===== src/rtl/rename_register_file_pkg.sv =====
`default_nettype none
// ============================================================================
// Module      : rename_register_file_pkg
// Description : Shared widths, boolean constants and small helpers for the
//               rename register file and its read ports.
// Revision    : 1.0 - initial release
// ============================================================================
package rename_register_file_pkg;

    localparam int  REG_ADDR_W = 5;
    localparam int  DATA_W     = 32;
    localparam logic TRUE      = 1'b1;
    localparam logic FALSE     = 1'b0;

    typedef logic [REG_ADDR_W-1:0] reg_addr_t;
    typedef logic [DATA_W-1:0]     word_t;

    // x0 is hard-wired to zero: never renamed, never written
    function automatic logic is_x0(input reg_addr_t addr);
        return (addr == '0);
    endfunction

endpackage
`default_nettype wire


===== src/rtl/rename_register_file_read_port.sv =====
`default_nettype none
// ============================================================================
// Module      : regfile_read_port
// Description : One combinational source lookup into the register/tag state.
//               Returns either the committed value or the ROB entry to wait
//               on. With REGFILE_BYPASS_EN defined, a lookup whose producer is
//               committing this cycle returns the commit value directly.
// Revision    : 1.0 - initial release
// ============================================================================
module regfile_read_port
    import rename_register_file_pkg::*;
#(
    parameter int REG_NUM = 32,
    parameter int ENTRY_W = 5
) (
    input  logic [REG_ADDR_W-1:0]            addr,
    input  logic [REG_NUM-1:0]               busy_vec,
    input  logic [REG_NUM-1:0][ENTRY_W-1:0]  tag_vec,
    input  logic [REG_NUM-1:0][DATA_W-1:0]   value_vec,
    input  logic                             commit_fire,
    input  logic [ENTRY_W-1:0]               commit_entry,
    input  logic [DATA_W-1:0]                commit_value,
    output logic                             busy,
    output logic [ENTRY_W-1:0]               entry,
    output logic [DATA_W-1:0]                value
);

`ifdef REGFILE_BYPASS_EN
    logic bypass_hit;
    assign bypass_hit = commit_fire && (tag_vec[addr] == commit_entry);
`else
    // Commit inputs only matter when the bypass is built in
    logic unused_bypass;
    assign unused_bypass = ^{commit_fire, commit_entry, commit_value};
`endif

    // Lookup mux: x0 -> zeros, busy -> wait tag, otherwise committed value
    always_comb begin
        busy  = FALSE;
        entry = '0;
        value = '0;
        if (!is_x0(addr)) begin
            if (busy_vec[addr]) begin
`ifdef REGFILE_BYPASS_EN
                if (bypass_hit) begin
                    value = commit_value;
                end else begin
                    busy  = TRUE;
                    entry = tag_vec[addr];
                end
`else
                busy  = TRUE;
                entry = tag_vec[addr];
`endif
            end else begin
                value = value_vec[addr];
            end
        end
    end

endmodule
`default_nettype wire


===== src/rtl/rename_register_file.sv =====
`default_nettype none
// ============================================================================
// Module      : rename_register_file
// Description : Architectural register file plus rename-tag table. Issue tags
//               a destination with its ROB entry; commit writes the value and
//               releases the tag only if it still names the committing entry.
//               Optional macro: REGFILE_BYPASS_EN (commit-to-lookup bypass).
// Revision    : 1.0 - initial release
// ============================================================================
module rename_register_file
    import rename_register_file_pkg::*;
#(
    parameter int REG_NUM = 32,
    parameter int ENTRY_W = 5
) (
    input  logic                  clk_in,
    input  logic                  rst_in,
    input  logic                  rdy_in,
    input  logic                  roll_back,
    input  logic                  issue_valid,
    input  logic [REG_ADDR_W-1:0] issue_rd,
    input  logic [ENTRY_W-1:0]    issue_entry,
    input  logic                  commit_valid,
    input  logic [REG_ADDR_W-1:0] commit_rd,
    input  logic [ENTRY_W-1:0]    commit_entry,
    input  logic [DATA_W-1:0]     commit_value,
    input  logic [REG_ADDR_W-1:0] rs1_addr,
    input  logic [REG_ADDR_W-1:0] rs2_addr,
    output logic                  rs1_busy,
    output logic                  rs2_busy,
    output logic [ENTRY_W-1:0]    rs1_entry,
    output logic [ENTRY_W-1:0]    rs2_entry,
    output logic [DATA_W-1:0]     rs1_value,
    output logic [DATA_W-1:0]     rs2_value,
    output logic [DATA_W-1:0]     retired_count
);

    logic [REG_NUM-1:0][DATA_W-1:0]  regs;
    logic [REG_NUM-1:0]              busy;
    logic [REG_NUM-1:0][ENTRY_W-1:0] tags;

    logic commit_fire;
    logic issue_fire;
    logic commit_releases;

    assign commit_fire     = rdy_in && commit_valid;
    assign issue_fire      = rdy_in && issue_valid && !is_x0(issue_rd) && !roll_back;
    // Only the youngest producer may release the tag; stale commits leave it
    assign commit_releases = commit_fire && busy[commit_rd] && (tags[commit_rd] == commit_entry);

    // Architectural values and retire counter; a flush does not block commit
    always_ff @(posedge clk_in or negedge rst_in) begin
        if (!rst_in) begin
            regs          <= '0;
            retired_count <= '0;
        end else if (commit_fire) begin
            if (!is_x0(commit_rd)) begin
                regs[commit_rd] <= commit_value;
            end
            retired_count <= retired_count + 32'd1;
        end
    end

    // Rename state: flush clears all, else commit release then issue (issue wins)
    always_ff @(posedge clk_in or negedge rst_in) begin
        if (!rst_in) begin
            busy <= '0;
            tags <= '0;
        end else if (roll_back) begin
            busy <= '0;
            tags <= '0;
        end else begin
            if (commit_releases) begin
                busy[commit_rd] <= FALSE;
            end
            if (issue_fire) begin
                busy[issue_rd] <= TRUE;
                tags[issue_rd] <= issue_entry;
            end
        end
    end

    regfile_read_port #(
        .REG_NUM (REG_NUM),
        .ENTRY_W (ENTRY_W)
    ) u_rs1_port (
        .addr         (rs1_addr),
        .busy_vec     (busy),
        .tag_vec      (tags),
        .value_vec    (regs),
        .commit_fire  (commit_fire),
        .commit_entry (commit_entry),
        .commit_value (commit_value),
        .busy         (rs1_busy),
        .entry        (rs1_entry),
        .value        (rs1_value)
    );

    regfile_read_port #(
        .REG_NUM (REG_NUM),
        .ENTRY_W (ENTRY_W)
    ) u_rs2_port (
        .addr         (rs2_addr),
        .busy_vec     (busy),
        .tag_vec      (tags),
        .value_vec    (regs),
        .commit_fire  (commit_fire),
        .commit_entry (commit_entry),
        .commit_value (commit_value),
        .busy         (rs2_busy),
        .entry        (rs2_entry),
        .value        (rs2_value)
    );

endmodule
`default_nettype wire


===== config.mk =====
export PLATFORM = sky130hd
export DESIGN_NAME = rename_register_file
export DESIGN_NICKNAME = d
export VERILOG_FILES = /design/src/rtl/rename_register_file_pkg.sv /design/src/rtl/rename_register_file_read_port.sv /design/src/rtl/rename_register_file.sv
export SDC_FILE = /design/constraint.sdc
export NUM_CORES = 2
export LEC_CHECK = 0
export CAP_MARGIN = 40
export CORE_ASPECT_RATIO = 1.75
export CORE_MARGIN = 3
export CORE_UTILIZATION = 40
export DETAILED_ROUTE_END_ITERATION = 12
export PLACE_DENSITY = 0.65
export SLEW_MARGIN = 40
export SYNTH_ARGS = -nofsm -noshare
export SYNTH_HDL_FRONTEND = slang
export SYNTH_HIERARCHICAL = 1
export SYNTH_SLANG_ARGS = --single-unit

===== constraint.sdc =====
create_clock -name clk_in -period 3.4 [get_ports clk_in]
set_clock_uncertainty 0.05 [all_clocks]
set_input_delay 0.34 -clock clk_in [delete_from_list [all_inputs] [get_ports clk_in]]
set_output_delay 0.34 -clock clk_in [all_outputs]
set_load 0.01 [all_outputs]

==> results.toml <==
[die]
die-height_um = 562
io_pins = 176
core-area_um2 = 175000
initial_utilization_pct = 40.4
die_x_um = 324
row_count = 203
die_area_um2 = 182000

[critical_path]
path_max_fanout = 4
worstSetupEndpointType = "output port"
crit_type = "flip-flop to output port"
worstRegToRegCells = 10
critPathMaxStageDelay_ns = 0.53
cp.depth = 6
rr_startpoint = "tags[14]"
crit_slowest_cell = "clkdlybuf4s50_1"
required_ns = 3.01
reg2reg_to = "busy[19]"
rrSetupSlack_ns = 0.20
crit_path_start_kind = "flip-flop"
critPathTopFamily = "compound AO/OA/AOI/OAI gates"
cp-startpoint = "tags[49]"
cp_data_arrival_time_ns = 2.97
critPathCapture = "rs2_entry[4]"
critPathMostFrequentCell = "a211oi_1"
critPathBufInv = 1
crit_chain = "mux2i_1 -> a22oi_1 -> a211oi_1 -> a211oi_1 -> and4b_1 -> clkdlybuf4s50_1"

[yosys]
ys_seq_area_share_pct = 44.1
ys_types = 54
syn_area_um2 = 70800
syn_inst = 5184
yosysWarnings = 6
synth_nets = 5253
ys.flop_type = "dfrtp_1"
synth_edf_count = 0
avgSynthCellArea_um2 = 13.7
synthArstFlopShare_pct = 100
synth_seq_cells = 1248

[timing]
timing.hold.ws_ns = 0.0674
final_hold_viol_count = 0
setup_viol = 0
finalCritPeriodShare_pct = 98.9
fmax_mhz = 297
tightestPinTransition_ns = 1.07
drv_slew = 0
period_needed_ns = 3.36
slew_headroom_pct = 28.9

[clock_network]
cts_buffers = 118
clock_sinks = 1248
cts_max_level = 3
cts.clk_slew.worst_paths_ns = 0.07
cts_tree = "built"
cts-root-buf = "clkbuf_16"
clk_latency_ns = 0.77
cts_buffer_depth = 3

[flow_run]
drv_cap = 0

[final_layout]
stdcell_area_um2 = 82600
final_cell_mix = "dfrtp_1, mux2_2, mux2i_1"
layout_commonest_cell = "dfrtp_1"
drive_above_1_share_pct = 44.2
fin_nets = 5552
area_growth_pct = 16.7

[grt]
grt_pass1_vias = 52500
grt_overflow_total = 0
antenna_found_initial = 8
track_usage_pct = 26.8
grt_max_degree = 99
grt_first_pass_wirelength_um = 359000

[power_and_ir_drop]
ir_drop_uv = 406
p_leak_nw = 36.7
powerDensity_nw_per_um2 = 472

[routing]
routed_wl_um = 246000
avgViaCountPerCell = 6.29
firstDrtPassIters = 6
drtAntennaViolNets = 0
drc = 0
first_iter_violations = 3885
routedWlPerCell_um = 31.4
vias = 49300

[outcome]
status = "finished, final reports clean"

[hold_path]
hold_class = "input pin to asynchronous set/reset pin"

[place]
portBuffers = 175
place.gp.congestion = 0.988
placed_cell_area_um2 = 78200
dp_hpwl_um = 165000
-- worst reg2reg max path, stage by stage (launching register included) --
cell and delay, ns:
dfrtp_1 0.43, mux2i_1 0.20, buf_4 0.16, o22ai_1 0.09, nor4_1 0.70, a21oi_1 0.16, or4_1 0.50, buf_4 0.19
nor4_4 0.26, buf_4 0.21, a311oi_1 0.11
-- report_power, final --
group	total, mW	switching, mW	internal [mW]	leakage, nW
registers	17.6	1.18	16.4	16.7
clock network	14.1	6.09	8.01	1.99
logic	7.21	3.37	3.84	18.0
-- area by class of cell --
cell class,instances,area (um2)
Sequential cell,1248,31200
Timing Repair Buffer,743,7280
Clock inverter,50,651
Fill cell,15400,92700
Inverter,13,48.8
Multi-Input combinational cell,3359,37100
Clock buffer,163,3400
Antenna cell,3,7.51
Tap cell,2255,2820
-- worst min-delay path by stage --
stage	from	end	slack [ns]	cells after the start
2_1_floorplan	rst_in	busy[0]	-0.006	0
3_3_place_gp	regs[9]	regs[9]	0.33	0
3_5_place_dp	regs[7]	regs[7]	0.33	0
4_1_cts	commit_value[28]	regs[796]	0.11	2
5_1_grt	commit_value[28]	regs[956]	0.16	2
6_report	rst_in	tags[99]	0.07	2
-- registers in the layout, indices dropped and copies added, names as in the netlist --
signal	cells
busy	32
tags	160
regs	1024
retired_count	32
-- cell usage after synthesis, types with 9 or more instances --
cell type,n,area [um2]
xnor2_1,24,210
nand4_1,11,68.8
nor2b_1,22,138
nor2_1,290,1090
a211oi_1,156,1170
buf_2,100,500
mux4_2,456,10300
o31ai_1,15,113
nand2b_1,83,519
a221oi_1,72,631
nand3_1,44,220
nor4_1,13,81.3
o22ai_1,42,263
and2_1,9,56.3
buf_4,86,646
nand2_1,80,300
nor4b_2,62,931
o2111ai_1,15,131
mux2i_1,632,6330
mux2_2,1054,11900
a22oi_1,86,646
clkbuf_1,334,1250
buf_6,20,225
a311oi_1,76,666
inv_1,12,45.0
dfrtp_1,1248,31200
and3_1,13,81.3
a21oi_1,40,200
and4b_1,10,100
-- kinds of logic after synthesis --
family	count (synthesis)	synth area share [%]
AOI/OAI and AO/OA	508	5.46
and+or+nand+nor	677	5.58
DFF	1248	44.1
xor gates and xnor gates	31	0.384
adders and majority gates	1	0.0177
muxes	2142	40.2
buffers and inverters	577	4.22
-- per-stage QoR --
stage / power, mW / utilization [%] / TNS [ns] / setup WS, ns / std cells
after floorplan: 22.2 / - / 0 / 0.314 / 5184
after global placement: 24.7 / 44.7 / -9.79 / -0.392 / 7603
after detailed placement: 25.0 / 44.6 / -8.18 / -0.356 / 7607
after CTS: 39.1 / 47.0 / 0 / 0.00246 / 7827
after global routing: 40.4 / 47.1 / -0.0641 / -0.0164 / 7832
final: 38.9 / 47.1 / 0 / 0.0384 / 7834
-- timing repair --
action                                  4_1_cts  5_1_grt
gates resized for setup                     109       22
buffers inserted                              4        3
endpoints found under the setup margin       74       18
pin swaps                                     9        4
cloned                                        0        1
hold buffers                                  3        0
hold endpoints to repair                    118        0
-- metal layers --
metal | GRT usage, % | part of all wire [%] | vias to the layer above
met5 | 0 | 0.0053 | -
met4 | 18.1 | 8.1 | 2
met3 | 4.19 | 5.8 | 734
met2 | 45.7 | 50 | 1946
met1 | 31.0 | 36 | 26100
li1 | - | - | 20500
Power figures use the tool's default switching activity.
